$ cat src/rtl/system_fetch_8.sv
// system_fetch_8: instruction-fetch stage for the 8-bit processor.
// Holds the fetch PC and drives a synchronous-read instruction memory.
// Returned words go to decode through an output register and a one-entry skid
// buffer. A redirect from the PC-update stage reloads the PC and flushes
// wrong-path words.
//
// Ports:
//   system1000 / system1000_rstn  clock, synchronous active-low reset
//   redirect_i, redirect_pc_i     PC reload (taken jump/branch), highest priority
//   halt_i                        stop issuing new fetches (FSM -> HALTED)
//   imem_en_o, imem_addr_o        memory issue strobe and address (fetch PC)
//   imem_rdata_i                  memory data, valid one cycle after imem_en_o
//   instr_valid_o, instr_o,
//   instr_pc_o, dec_ready_i       valid/ready handshake toward decode
//   halted_o                      FSM is in HALTED
// Optional: define FETCH_PERF_EN to add the saturating fetch_cnt_o and
// stall_cnt_o performance counters.
module system_fetch_8 #(
  parameter int unsigned       INSTR_W  = 16,
  parameter logic signed [7:0] RESET_PC = 8'sd0
) (
  input  logic                    system1000,
  input  logic                    system1000_rstn,
  input  logic                    redirect_i,
  input  logic signed [7:0]       redirect_pc_i,
  input  logic                    halt_i,
  output logic                    imem_en_o,
  output logic [7:0]              imem_addr_o,
  input  logic [INSTR_W-1:0]      imem_rdata_i,
  output logic                    instr_valid_o,
  output logic [INSTR_W-1:0]      instr_o,
  output logic signed [7:0]       instr_pc_o,
  input  logic                    dec_ready_i,
  output logic                    halted_o
`ifdef FETCH_PERF_EN
  ,
  output logic [15:0]             fetch_cnt_o,
  output logic [15:0]             stall_cnt_o
`endif
);

  localparam int unsigned PC_W = 8;

  typedef enum logic {
    RUN    = 1'b0,
    HALTED = 1'b1
  } state_t;

  state_t                    state_q, state_d;
  logic signed [PC_W-1:0]    fetch_pc_q, fetch_pc_d;
  logic                      inflight_q, inflight_d;
  logic signed [PC_W-1:0]    inflight_pc_q, inflight_pc_d;
  logic                      skid_valid_q, skid_valid_d;
  logic [INSTR_W-1:0]        skid_instr_q, skid_instr_d;
  logic signed [PC_W-1:0]    skid_pc_q, skid_pc_d;
  logic                      out_valid_q, out_valid_d;
  logic [INSTR_W-1:0]        out_instr_q, out_instr_d;
  logic signed [PC_W-1:0]    out_pc_q, out_pc_d;

  logic issue;
  logic handshake;
  logic ret_taken;

  // Next-state, issue decision and return routing.
  always_comb begin
    state_d       = state_q;
    fetch_pc_d    = fetch_pc_q;
    inflight_d    = 1'b0;
    inflight_pc_d = inflight_pc_q;
    skid_valid_d  = skid_valid_q;
    skid_instr_d  = skid_instr_q;
    skid_pc_d     = skid_pc_q;
    out_valid_d   = out_valid_q;
    out_instr_d   = out_instr_q;
    out_pc_d      = out_pc_q;
    ret_taken     = 1'b0;

    handshake = out_valid_q & dec_ready_i;
    // Holding off while a return would land behind a stalled output keeps the
    // buffer at one in flight + output + skid.
    issue = system1000_rstn & (state_q == RUN) & ~halt_i & ~redirect_i
          & ~skid_valid_q & ~(inflight_q & out_valid_q & ~dec_ready_i);

    if (state_q == RUN) begin
      if (halt_i) state_d = HALTED;
    end else begin
      if (redirect_i && !halt_i) state_d = RUN;
    end

    if (redirect_i) begin
      fetch_pc_d   = redirect_pc_i;
      skid_valid_d = 1'b0;
      out_valid_d  = 1'b0;
    end else begin
      if (issue) begin
        inflight_d    = 1'b1;
        inflight_pc_d = fetch_pc_q;
        fetch_pc_d    = fetch_pc_q + 8'sd1;
      end
      if (handshake) out_valid_d = 1'b0;
      // Output refills from skid first, then from the returning word.
      if (!out_valid_q || handshake) begin
        if (skid_valid_q) begin
          out_valid_d  = 1'b1;
          out_instr_d  = skid_instr_q;
          out_pc_d     = skid_pc_q;
          skid_valid_d = 1'b0;
        end else if (inflight_q) begin
          out_valid_d = 1'b1;
          out_instr_d = imem_rdata_i;
          out_pc_d    = inflight_pc_q;
          ret_taken   = 1'b1;
        end
      end
      if (inflight_q && !ret_taken) begin
        skid_valid_d = 1'b1;
        skid_instr_d = imem_rdata_i;
        skid_pc_d    = inflight_pc_q;
      end
    end
  end

  always_ff @(posedge system1000) begin
    if (!system1000_rstn) begin
      state_q       <= RUN;
      fetch_pc_q    <= RESET_PC;
      inflight_q    <= 1'b0;
      inflight_pc_q <= '0;
      skid_valid_q  <= 1'b0;
      skid_instr_q  <= '0;
      skid_pc_q     <= '0;
      out_valid_q   <= 1'b0;
      out_instr_q   <= '0;
      out_pc_q      <= '0;
    end else begin
      state_q       <= state_d;
      fetch_pc_q    <= fetch_pc_d;
      inflight_q    <= inflight_d;
      inflight_pc_q <= inflight_pc_d;
      skid_valid_q  <= skid_valid_d;
      skid_instr_q  <= skid_instr_d;
      skid_pc_q     <= skid_pc_d;
      out_valid_q   <= out_valid_d;
      out_instr_q   <= out_instr_d;
      out_pc_q      <= out_pc_d;
    end
  end

  assign imem_en_o     = issue;
  assign imem_addr_o   = fetch_pc_q;
  assign instr_valid_o = out_valid_q;
  assign instr_o       = out_instr_q;
  assign instr_pc_o    = out_pc_q;
  assign halted_o      = (state_q == HALTED);

`ifdef FETCH_PERF_EN
  logic [15:0] fetch_cnt_q, fetch_cnt_d;
  logic [15:0] stall_cnt_q, stall_cnt_d;

  // Saturating issue and decode-stall counters.
  always_comb begin
    fetch_cnt_d = fetch_cnt_q;
    stall_cnt_d = stall_cnt_q;
    if (issue && (fetch_cnt_q != 16'hFFFF)) fetch_cnt_d = fetch_cnt_q + 16'd1;
    if (out_valid_q && !dec_ready_i && (stall_cnt_q != 16'hFFFF))
      stall_cnt_d = stall_cnt_q + 16'd1;
  end

  always_ff @(posedge system1000) begin
    if (!system1000_rstn) begin
      fetch_cnt_q <= '0;
      stall_cnt_q <= '0;
    end else begin
      fetch_cnt_q <= fetch_cnt_d;
      stall_cnt_q <= stall_cnt_d;
    end
  end

  assign fetch_cnt_o = fetch_cnt_q;
  assign stall_cnt_o = stall_cnt_q;
`endif

endmodule

$ cat config.mk
export PLATFORM = sky130hd
export DESIGN_NAME = system_fetch_8
export DESIGN_NICKNAME = d
export VERILOG_FILES = /design/src/rtl/system_fetch_8.sv
export SDC_FILE = /design/constraint.sdc
export NUM_CORES = 1
export LEC_CHECK = 0
export CORE_UTILIZATION = 60
export CTS_CLUSTER_SIZE = 16
export DETAILED_ROUTE_END_ITERATION = 16
export DONT_BUFFER_PORTS = 1
export GPL_TIMING_DRIVEN = 0
export PLACE_DENSITY = 0.86
export SLEW_MARGIN = 0
export SYNTH_ARGS = -nofsm -noshare
export SYNTH_HDL_FRONTEND = slang
export SYNTH_SLANG_ARGS = --single-unit
$ cat constraint.sdc
create_clock -name system1000 -period 1.65 [get_ports system1000]
set_input_delay 0.33 -clock system1000 [delete_from_list [all_inputs] [get_ports system1000]]
set_output_delay 0.33 -clock system1000 [all_outputs]
set_load 0.05 [all_outputs]
==> out/qor.tcl, run 1 <==
set qor(outcome) {complete, but fails checks}
set qor(violated_checks) {setup timing}
set qor(gpl.final_weighted_congestion) 0.875
set qor(global_route.usage.total_pct) 24.2
set qor(endpoint_kind) {output port}
set qor(design.die.area_um2) 5120
set qor(placementRows) 24
set qor(dr.pass1.iters) 4
set qor(antenna_violating_nets_post_route) 0
set qor(drt_iter0_markers) 95
set qor(power.ir.vdd_worst_uv) 792
set qor(fp.coreArea_um2) 4500
set qor(timing.critical_path.fanout_max) 4
set qor(crit-reg2reg-launch) {halted_o}
set qor(maximum_cell_stage_delay_along_the_critical_path_ns) 0.37
set qor(max_cap_violations) 0
set qor(maximum_number_of_pins_on_one_net_before_global_route_repair) 11
set qor(final_nets) 331
set qor(static_leakage_nw) 1.57
set qor(synth_ff_type) {dfxtp_1}
set qor(die-height_um) 71.5
set qor(synth.top_cell.area_share_pct) 46.9
set qor(worst_case_reg_to_reg_path_depth) 4
set qor(period_share_pct) 104
set qor(timing_worst_setup_path_type) {register to output port}
set qor(cts.sink_count) 68
set qor(slew_viol_final) 0
set qor(crit_path_start_kind) {register}
set qor(async_reset_ff_share_pct) 0
set qor(synth_top_cells_by_area) {dfxtp_1, mux2i_1, o211a_1, nor2b_1, nand2_1}
set qor(antenna_cells) 0
set qor(worst_r2r_endpoint) {imem_addr_o[7]}
set qor(worstPathArrival_ns) 1.39
set qor(final_hold_viol_count) 0
set qor(global_route.overflow_total) 0
set qor(floorplan.initialDensity_pct) 64.4
set qor(tns_ns) -0.0665
set qor(worst_hold_startpoint) {redirect_pc_i[6]}
set qor(post_route_cells_drive_above_1_share_pct) 16.4
set qor(clock_skew_ns) 0.00348
set qor(fin_crit_ns) 1.72
set qor(drt_wl_total_um) 6040
set qor(htree_levels) 3
set qor(vias_in_the_first_global_route) 2050
set qor(worst_relative_slew_slack_pct) 57.4
set qor(synth_cell_types) 26
set qor(dieWidth_um) 71.5
set qor(synth_enable_flop_cells) 0
set qor(avgRoutedWirePerCell_um) 16.9
set qor(seq_total_area_yosys_pct) 46.9
set qor(power_density_nw_per_um2) 952
set qor(worst_slew_pin_slew_ns) 0.638
set qor(holdCritPathClass) {input port to register}
set qor(netlist_instances) 279
set qor(ff2ff_setup_slack_ns) 0.10
set qor(worst_path_max_delay_cell) {dfxtp_4}
set qor(finalSetupViolations) 1
set qor(drcViolationCount) 0
set qor(cell_chain_of_the_critical_path) {buf_12, nor3_4, nand2_2, nor2_4}
set qor(avgViaCountPerCell) 5.92
set qor(postSynthRegisterBits) 68
set qor(tritoncts_clock_tree) {done}
set qor(io_buffers) 0
set qor(mapped_nets) 309
set qor(cts_inserted_buffers) 9
set qor(detailed_place_hpwl_um) 4090
set qor(synthesis.area_um2) 2900
set qor(clk_transition_reported_paths_ns) 0.07
set qor(timing.final.ws_setup_ns) -0.0665
set qor(yosys.area.top_type) {dfxtp_1}
set qor(mostFrequentLayoutCells) {dfxtp_1, mux2i_1, nor2b_1}
set qor(dp_worst_setup_slack_ns) -0.163
set qor(grt_antenna_before_repair) 0
set qor(rsz_0062_raised_after_global_routing) {yes}
set qor(timing.fmax_ghz) 0.583
set qor(grt_first_pass_wirelength_um) 9430
set qor(area_growth_syn_to_layout_pct) 13.8
set qor(total_number_of_cells_along_the_worst_setup_path) 4
set qor(path_delay_family) {simple AND/OR/NAND/NOR gates}
set qor(synth_warn) 0
set qor(dr_total_vias) 2112
set qor(cp.buffers_inverters) 1
set qor(leading_cell_type_in_the_layout_fill_and_taps_excluded) {dfxtp_1}
set qor(io_pins) 64
set qor(ctsRootBufferMaster) {clkbuf_8}
set qor(fin_total_pwr_mw) 3.14
set qor(cts_buffer_depth) 2
set qor(avgSynthCellArea_um2) 10.4
set qor(critPathRequiredTime_ns) 1.32
set qor(worstSetupEndpoint) {imem_en_o}
set qor(later_pin_clock_latency_in_the_skew_report_ns) 0.34
set qor(worst_setup_path_startpoint) {skid_valid_q}
## sequential cells by signal, summed over array words and instances, names as in the netlist
register,flops
instr_valid_o,1
instr_o,16
imem_addr_o,8
inflight_q,1
instr_pc_o,8
skid_pc_q,8
inflight_pc_q,8
skid_valid_q,1
halted_o,1
skid_instr_q,16
## what timing repair did
item                       4_1_cts  5_1_grt
setup endpoints to repair       52       43
hold endpoints to repair         0        0
pin swaps                        5        1
gates resized for setup         17       11
buffers inserted                 4        9
hold buffers                     0        0
## cell families after synthesis
| logic type | after synthesis | share of synthesized area, % |
|---|---|---|
| mux | 57 | 19.7 |
| fa+ha+maj | 1 | 0.431 |
| compound gates | 42 | 11.6 |
| flops | 68 | 46.9 |
| simple gates | 85 | 16.1 |
| buf+inv | 19 | 3.06 |
| xor+xnor | 7 | 2.11 |
## worst min-delay path by stage
stage / to / slack, ns / cells past startpoint
after global placement: imem_addr_o[6] / 0.47 / 2
after floorplan: imem_addr_o[4] / 0.46 / 2
after global routing: halted_o / 0.14 / 2
final: imem_addr_o[6] / 0.13 / 2
after CTS: imem_addr_o[6] / 0.12 / 2
after detailed placement: imem_addr_o[6] / 0.48 / 2
## area by class of cell
cell class,instances,area (um^2)
Timing Repair Buffer,13,97.6
Inverter,1,3.75
Buffer,16,100
Clock inverter,2,12.5
Multi-Input combinational cell,192,1500
Clock buffer,13,139
Sequential cell,68,1390
Fill cell,335,1200
Tap cell,52,65.1
## power breakdown
part | total (mW) | switching, mW | internal (mW)
registers | 1.85 | 0.166 | 1.68
logic | 0.179 | 0.0936 | 0.0855
clock network | 1.12 | 0.582 | 0.537
## metrics by stage
step / utilization (%) / instances / hold slack [ns] / cell area [um^2]
floorplan: - / 279 / 0.460 / 2920
global placement: 66.2 / 331 / 0.468 / 2980
detailed placement: 66.2 / 331 / 0.483 / 2980
CTS: 71.3 / 350 / 0.123 / 3210
global route: 73.3 / 357 / 0.138 / 3300
finish: 73.3 / 357 / 0.126 / 3300
## metal layers
layer / wire [um] / global-route usage, % / part of all wire (%)
met5: 0 / 0 / 0
met4: 90 / 9.59 / 1.5
met3: 366 / 8.44 / 6.1
met2: 2870 / 38.4 / 48
met1: 2710 / 30.4 / 45
## synth_stat cells (2+ instances only)
library cell	count
a21oi_1	8
and4_1	2
buf_2	5
buf_4	3
clkbuf_1	10
dfxtp_1	68
mux2i_1	57
nand2_1	26
nand3_1	6
nand4_1	3
nor2_1	4
nor2b_1	34
nor3_1	4
o211a_1	24
o21ai_0	9
xnor2_1	2
xor2_1	5
Power figures use the tool's default switching activity.
==> inputs of run 2 (changes only) <==
Settings changed: CORE_MARGIN set to 2, PLACE_DENSITY 0.86 to 0.88.
==> run 2 against run 1 <==
Compared with the run above: first-iteration DRC count rose by 28%; clock-buffer cell count fell by 3; critical path type unchanged; total power rose by 16%; the flow still finishes with violations (setup timing); non-clock buffer count fell by 4; clock skew rose by 0.0052 ns; routed wire length rose by 5.4%.
==> out/qor.tcl, run 2 (synthesis gave the netlist of run 1 again) <==
set qor(area_growth_syn_to_layout_pct) 14.5
set qor(timing.fmax_ghz) 0.579
set qor(detailed_place_hpwl_um) 4340
set qor(design.die.area_um2) 5410
set qor(timing.critical_path.fanout_max) 10
set qor(fin_total_pwr_mw) 3.66
set qor(gpl.final_weighted_congestion) 0.950
set qor(final_hold_viol_count) 0
set qor(post_route_cells_drive_above_1_share_pct) 16.2
set qor(clk_transition_reported_paths_ns) 0.07
set qor(vias_in_the_first_global_route) 2099
set qor(clock_skew_ns) 0.00871
set qor(violated_checks) {setup timing}
set qor(antenna_violating_nets_post_route) 0
set qor(io_pins) 64
set qor(fp.coreArea_um2) 4690
set qor(worstPathArrival_ns) 1.40
set qor(die-height_um) 73.5
set qor(endpoint_kind) {output port}
set qor(placedCellCount) 333
set qor(grt_first_pass_wirelength_um) 9850
set qor(cts_inserted_buffers) 9
set qor(fin_crit_ns) 1.73
set qor(worst_slew_pin_slew_ns) 0.606
set qor(power.ir.vdd_worst_uv) 648
set qor(max_cap_violations) 0
set qor(global_route.overflow_total) 0
set qor(static_leakage_nw) 1.59
set qor(final_nets) 327
set qor(floorplan.initialDensity_pct) 61.8
set qor(avgRoutedWirePerCell_um) 17.9
set qor(cts.sink_count) 68
set qor(drt_iter0_markers) 122
set qor(global_route.usage.total_pct) 24.4
set qor(dp_worst_setup_slack_ns) -0.173
set qor(timing_worst_setup_path_type) {register to output port}
set qor(leading_cell_type_in_the_layout_fill_and_taps_excluded) {dfxtp_1}
set qor(placementRows) 25
set qor(tritoncts_clock_tree) {done}
set qor(io_buffers) 0
set qor(period_share_pct) 105
set qor(rsz_0062_raised_after_global_routing) {yes}
set qor(drcViolationCount) 0
set qor(htree_levels) 3
set qor(finalSetupViolations) 1
set qor(final.fill_count) 357
set qor(crit-reg2reg-launch) {instr_valid_o}
set qor(worst_setup_path_startpoint) {skid_valid_q}
set qor(slew_viol_final) 0
set qor(antenna_cells) 0
set qor(avgViaCountPerCell) 6.04
set qor(dr_total_vias) 2150
set qor(crit_path_start_kind) {register}
set qor(detailed_place.area_um2) 2980
set qor(fin_area_um2) 3320
set qor(power_density_nw_per_um2) 1100
set qor(drt_wl_total_um) 6370
set qor(grt_antenna_before_repair) 0
set qor(dieWidth_um) 73.5
set qor(outcome) {complete, but fails checks}
set qor(cts_buffer_depth) 2
set qor(worst_relative_slew_slack_pct) 59.6
set qor(critPathRequiredTime_ns) 1.32
set qor(later_pin_clock_latency_in_the_skew_report_ns) 0.34
set qor(ctsRootBufferMaster) {clkbuf_8}
set qor(timing.final.ws_setup_ns) -0.0770
set qor(fin_cells) 356
set qor(hold_ws_ns) 0.135
set qor(holdCritPathClass) {input port to register}
set qor(dr.pass1.iters) 4
set qor(mostFrequentLayoutCells) {dfxtp_1, mux2i_1, nor2b_1}
set qor(maximum_number_of_pins_on_one_net_before_global_route_repair) 13
set qor(worst_hold_startpoint) {halt_i}
==> run 2: cell count changes in the layout (fill, tap and decap cells not counted), sizes merged <==
cell,before,now
clkinv,1,3
clkinvlp,1,0
bufinv,0,3
buf,19,15
clkbuf,23,20
==> run 2: worst max-delay path: stages (launching register included) <==
cell and delay [ns]:
dfxtp_2 0.34, buf_8 0.15, nor3_4 0.14, nand2_2 0.11, nor2_4 0.30
==> run 2: cell type report <==
type	instances	area [um^2]	share of cell area (%)
clock inverter	6	113	3.39
inverter	1	3.75	0.113
multi-input combinational	192	1480	44.5
clock buffer	10	128	3.84
tap	54	67.6	2.03
timing repair buffer	7	52.6	1.58
sequential	68	1380	41.6
buffer	18	97.6	2.94
==> run 2: metal layers <==
| layer | track usage, % | up-vias | part of all wire [%] |
|---|---|---|---|
| met2 | 41.9 | 57 | 52 |
| li1 | - | 1023 | - |
| met5 | 0 | - | 0 |
| met3 | 6.72 | 12 | 6.4 |
| met1 | 27.3 | 1058 | 39 |
| met4 | 12.9 | 0 | 2.0 |
==> run 2: path summary, 6_finish.rpt <==
path	to	cells past startpoint	slack [ns]
hold / removal	halted_o	2	0.13
setup reg to reg	instr_o[0]	5	0.02
hold reg to reg	skid_instr_q[14]	2	0.52
setup / recovery	imem_en_o	4	-0.08
==> run 2: what timing repair did <==
item	CTS	global route
hold buffers	0	0
pin swaps	5	2
setup endpoints to repair	52	24
setup buffers	5	2
gates resized for setup	15	4
==> run 2: through the flow <==
step                      util (%)  setup TNS [ns]
after CTS                     70.2         -0.0873
after detailed placement      63.6           -2.57
after global routing          70.8          -0.907
after floorplan                  -               0
final                         70.8         -0.0770
after global placement        63.6           -1.12
==> run 2: power by group <==
group / switching (mW) / internal (mW) / leakage, nW
Sequential: 0.166 / 1.68 / 0.556
Clock: 0.626 / 1.01 / 0.120
Combinational: 0.0947 / 0.0852 / 0.918
==> inputs of run 3 (changes only) <==
Clock period 1.65 ns to 1.95 ns, I/O delays scaled along.
==> run 3 against run 2 <==
Compared with the run above: the flow now finishes without violations; non-clock buffer count is 6 lower; clock power is 21% lower; via count is 4.2% lower; routed wire length is 7.1% lower; first-iteration DRC count is 0.82% lower; worst hold slack better by 0.066 ns; die area stayed put; register-to-register slack better by 0.15 ns; total power is 18% lower; largest power group unchanged; setup slack better by 0.15 ns; sequential share of layout area is 0.78 points higher.
==> out/qor.tcl, run 3 (synthesis gave the netlist of run 1 again) <==
set qor(cts_inserted_buffers) 9
set qor(slew_viol_final) 0
set qor(design.die.area_um2) 5410
set qor(placementRows) 25
set qor(rsz_0062_raised_after_global_routing) {no}
set qor(later_pin_clock_latency_in_the_skew_report_ns) 0.34
set qor(post_route_cells_drive_above_1_share_pct) 11.8
set qor(antenna_violating_nets_post_route) 0
set qor(endpoint_kind) {output port}
set qor(maximum_cell_stage_delay_along_the_critical_path_ns) 0.42
set qor(timing_worst_setup_path_type) {register to output port}
set qor(vias_in_the_first_global_route) 2022
set qor(finalSetupViolations) 0
set qor(clk_transition_reported_paths_ns) 0.07
set qor(worst_relative_slew_slack_pct) 49.3
set qor(avgViaCountPerCell) 5.88
set qor(dr.pass1.iters) 4
set qor(dieWidth_um) 73.5
set qor(cts.sink_count) 68
set qor(die-height_um) 73.5
set qor(dr_total_vias) 2059
set qor(antenna_cells) 0
set qor(worst_path_max_delay_cell) {dfxtp_2}
set qor(timing.critical_path.fanout_max) 6
set qor(io_pins) 64
set qor(area_growth_syn_to_layout_pct) 11.3
set qor(tritoncts_clock_tree) {done}
set qor(leading_cell_type_in_the_layout_fill_and_taps_excluded) {dfxtp_1}
set qor(final_nets) 321
set qor(fp.coreArea_um2) 4690
set qor(maximum_number_of_pins_on_one_net_before_global_route_repair) 13
set qor(worstPathArrival_ns) 1.49
set qor(ctsRootBufferMaster) {clkbuf_8}
set qor(clock_skew_ns) 0.00930
set qor(power_density_nw_per_um2) 927
set qor(grt_first_pass_wirelength_um) 9430
set qor(worst_slew_pin_slew_ns) 0.760
set qor(final_core_utilization_pct) 68.8
set qor(drcViolationCount) 0
set qor(drt_iter0_markers) 121
set qor(htree_levels) 3
set qor(power.ir.vdd_worst_uv) 650
set qor(global_route.overflow_total) 0
set qor(avgRoutedWirePerCell_um) 16.9
set qor(holdCritPathClass) {input port to register}
set qor(cell_chain_of_the_critical_path) {nand3b_1, nand2_2, nor2_4}
set qor(final.fill_count) 354
set qor(critPathRequiredTime_ns) 1.56
set qor(global_route.usage.total_pct) 23.2
set qor(cts_buffer_depth) 2
set qor(crit_path_start_kind) {register}
set qor(io_buffers) 0
set qor(period_share_pct) 96.5
set qor(ctsHoldBuffers) 0
set qor(detailed_place_hpwl_um) 4100
set qor(gpl.final_weighted_congestion) 0.894
set qor(max_cap_violations) 0
set qor(grt_antenna_before_repair) 0
set qor(final_hold_viol_count) 0
set qor(timing.fmax_ghz) 0.531
set qor(outcome) {complete, no violations}
set qor(fin_crit_ns) 1.88
set qor(drt_wl_total_um) 5920
set qor(static_leakage_nw) 1.55
set qor(mostFrequentLayoutCells) {dfxtp_1, mux2i_1, nor2b_1}
set qor(fin_total_pwr_mw) 2.99
set qor(floorplan.initialDensity_pct) 61.8
-- run 3: changes by cell type in the layout (fill, tap and decap cells not counted), sizes merged --
cell    previous run  this run
buf               15         9
bufinv             3         2
clkinv             3         4
-- run 3: repair_timing --
| action | in CTS | in global routing |
|---|---|---|
| resized for setup | 6 | 1 |
| pin swaps | 2 | 0 |
| endpoints found under the setup margin | 2 | 1 |
| setup buffers | 1 | 0 |
-- run 3: layout make-up --
type | count | area, um^2 | area share, %
multi-input cells | 192 | 1470 | 45.6
flip-flops and latches | 68 | 1370 | 42.3
clock buffers | 10 | 138 | 4.27
clock inverters | 6 | 87.6 | 2.71
plain buffers | 18 | 85.1 | 2.64
well taps | 54 | 67.6 | 2.09
repair buffers | 1 | 7.51 | 0.233
inverters | 1 | 3.75 | 0.116
-- run 3: report_power, final --
group          switching, mW  internal, mW
Combinational         0.0751        0.0655
Sequential             0.140          1.42
Clock                  0.531         0.754
Total                  0.747          2.24
-- run 3: worst max-delay path: cells and delay by family (launching register included) --
kind | cells | cell delay (ns)
and+or+nand+nor | 3 | 0.73
DFF | 1 | 0.42
-- run 3: per-layer routing --
metal,vias to the layer above,wire length [um],global-route usage [%]
met1,991,2470,26.9
met2,48,2990,39.0
met5,-,0,0
met3,7,377,7.96
li1,1013,-,-
met4,0,74,9.29
-- run 3: per-stage QoR --
step | cell area, um^2 | hold WS [ns] | TNS (ns) | worst slack [ns] | instances
3_5_place_dp | 2980 | 0.506 | -0.0944 | -0.0944 | 333
4_1_cts | 3230 | 0.190 | 0 | 0.0267 | 350
2_1_floorplan | 2910 | 0.485 | 0 | 0.105 | 279
6_report | 3230 | 0.201 | 0 | 0.0684 | 350
3_3_place_gp | 2980 | 0.497 | -0.0790 | -0.0790 | 333
5_1_grt | 3230 | 0.194 | 0 | 0.0149 | 350
-- run 3: final timing paths --
kind	cells after the start	endpoint	slack (ns)	start
hold reg to reg	2	skid_pc_q[6]	0.52	skid_pc_q[6]
setup / recovery	3	imem_en_o	0.07	instr_valid_o
setup reg to reg	4	imem_addr_o[7]	0.17	imem_addr_o[2]
hold / removal	2	halted_o	0.20	halt_i
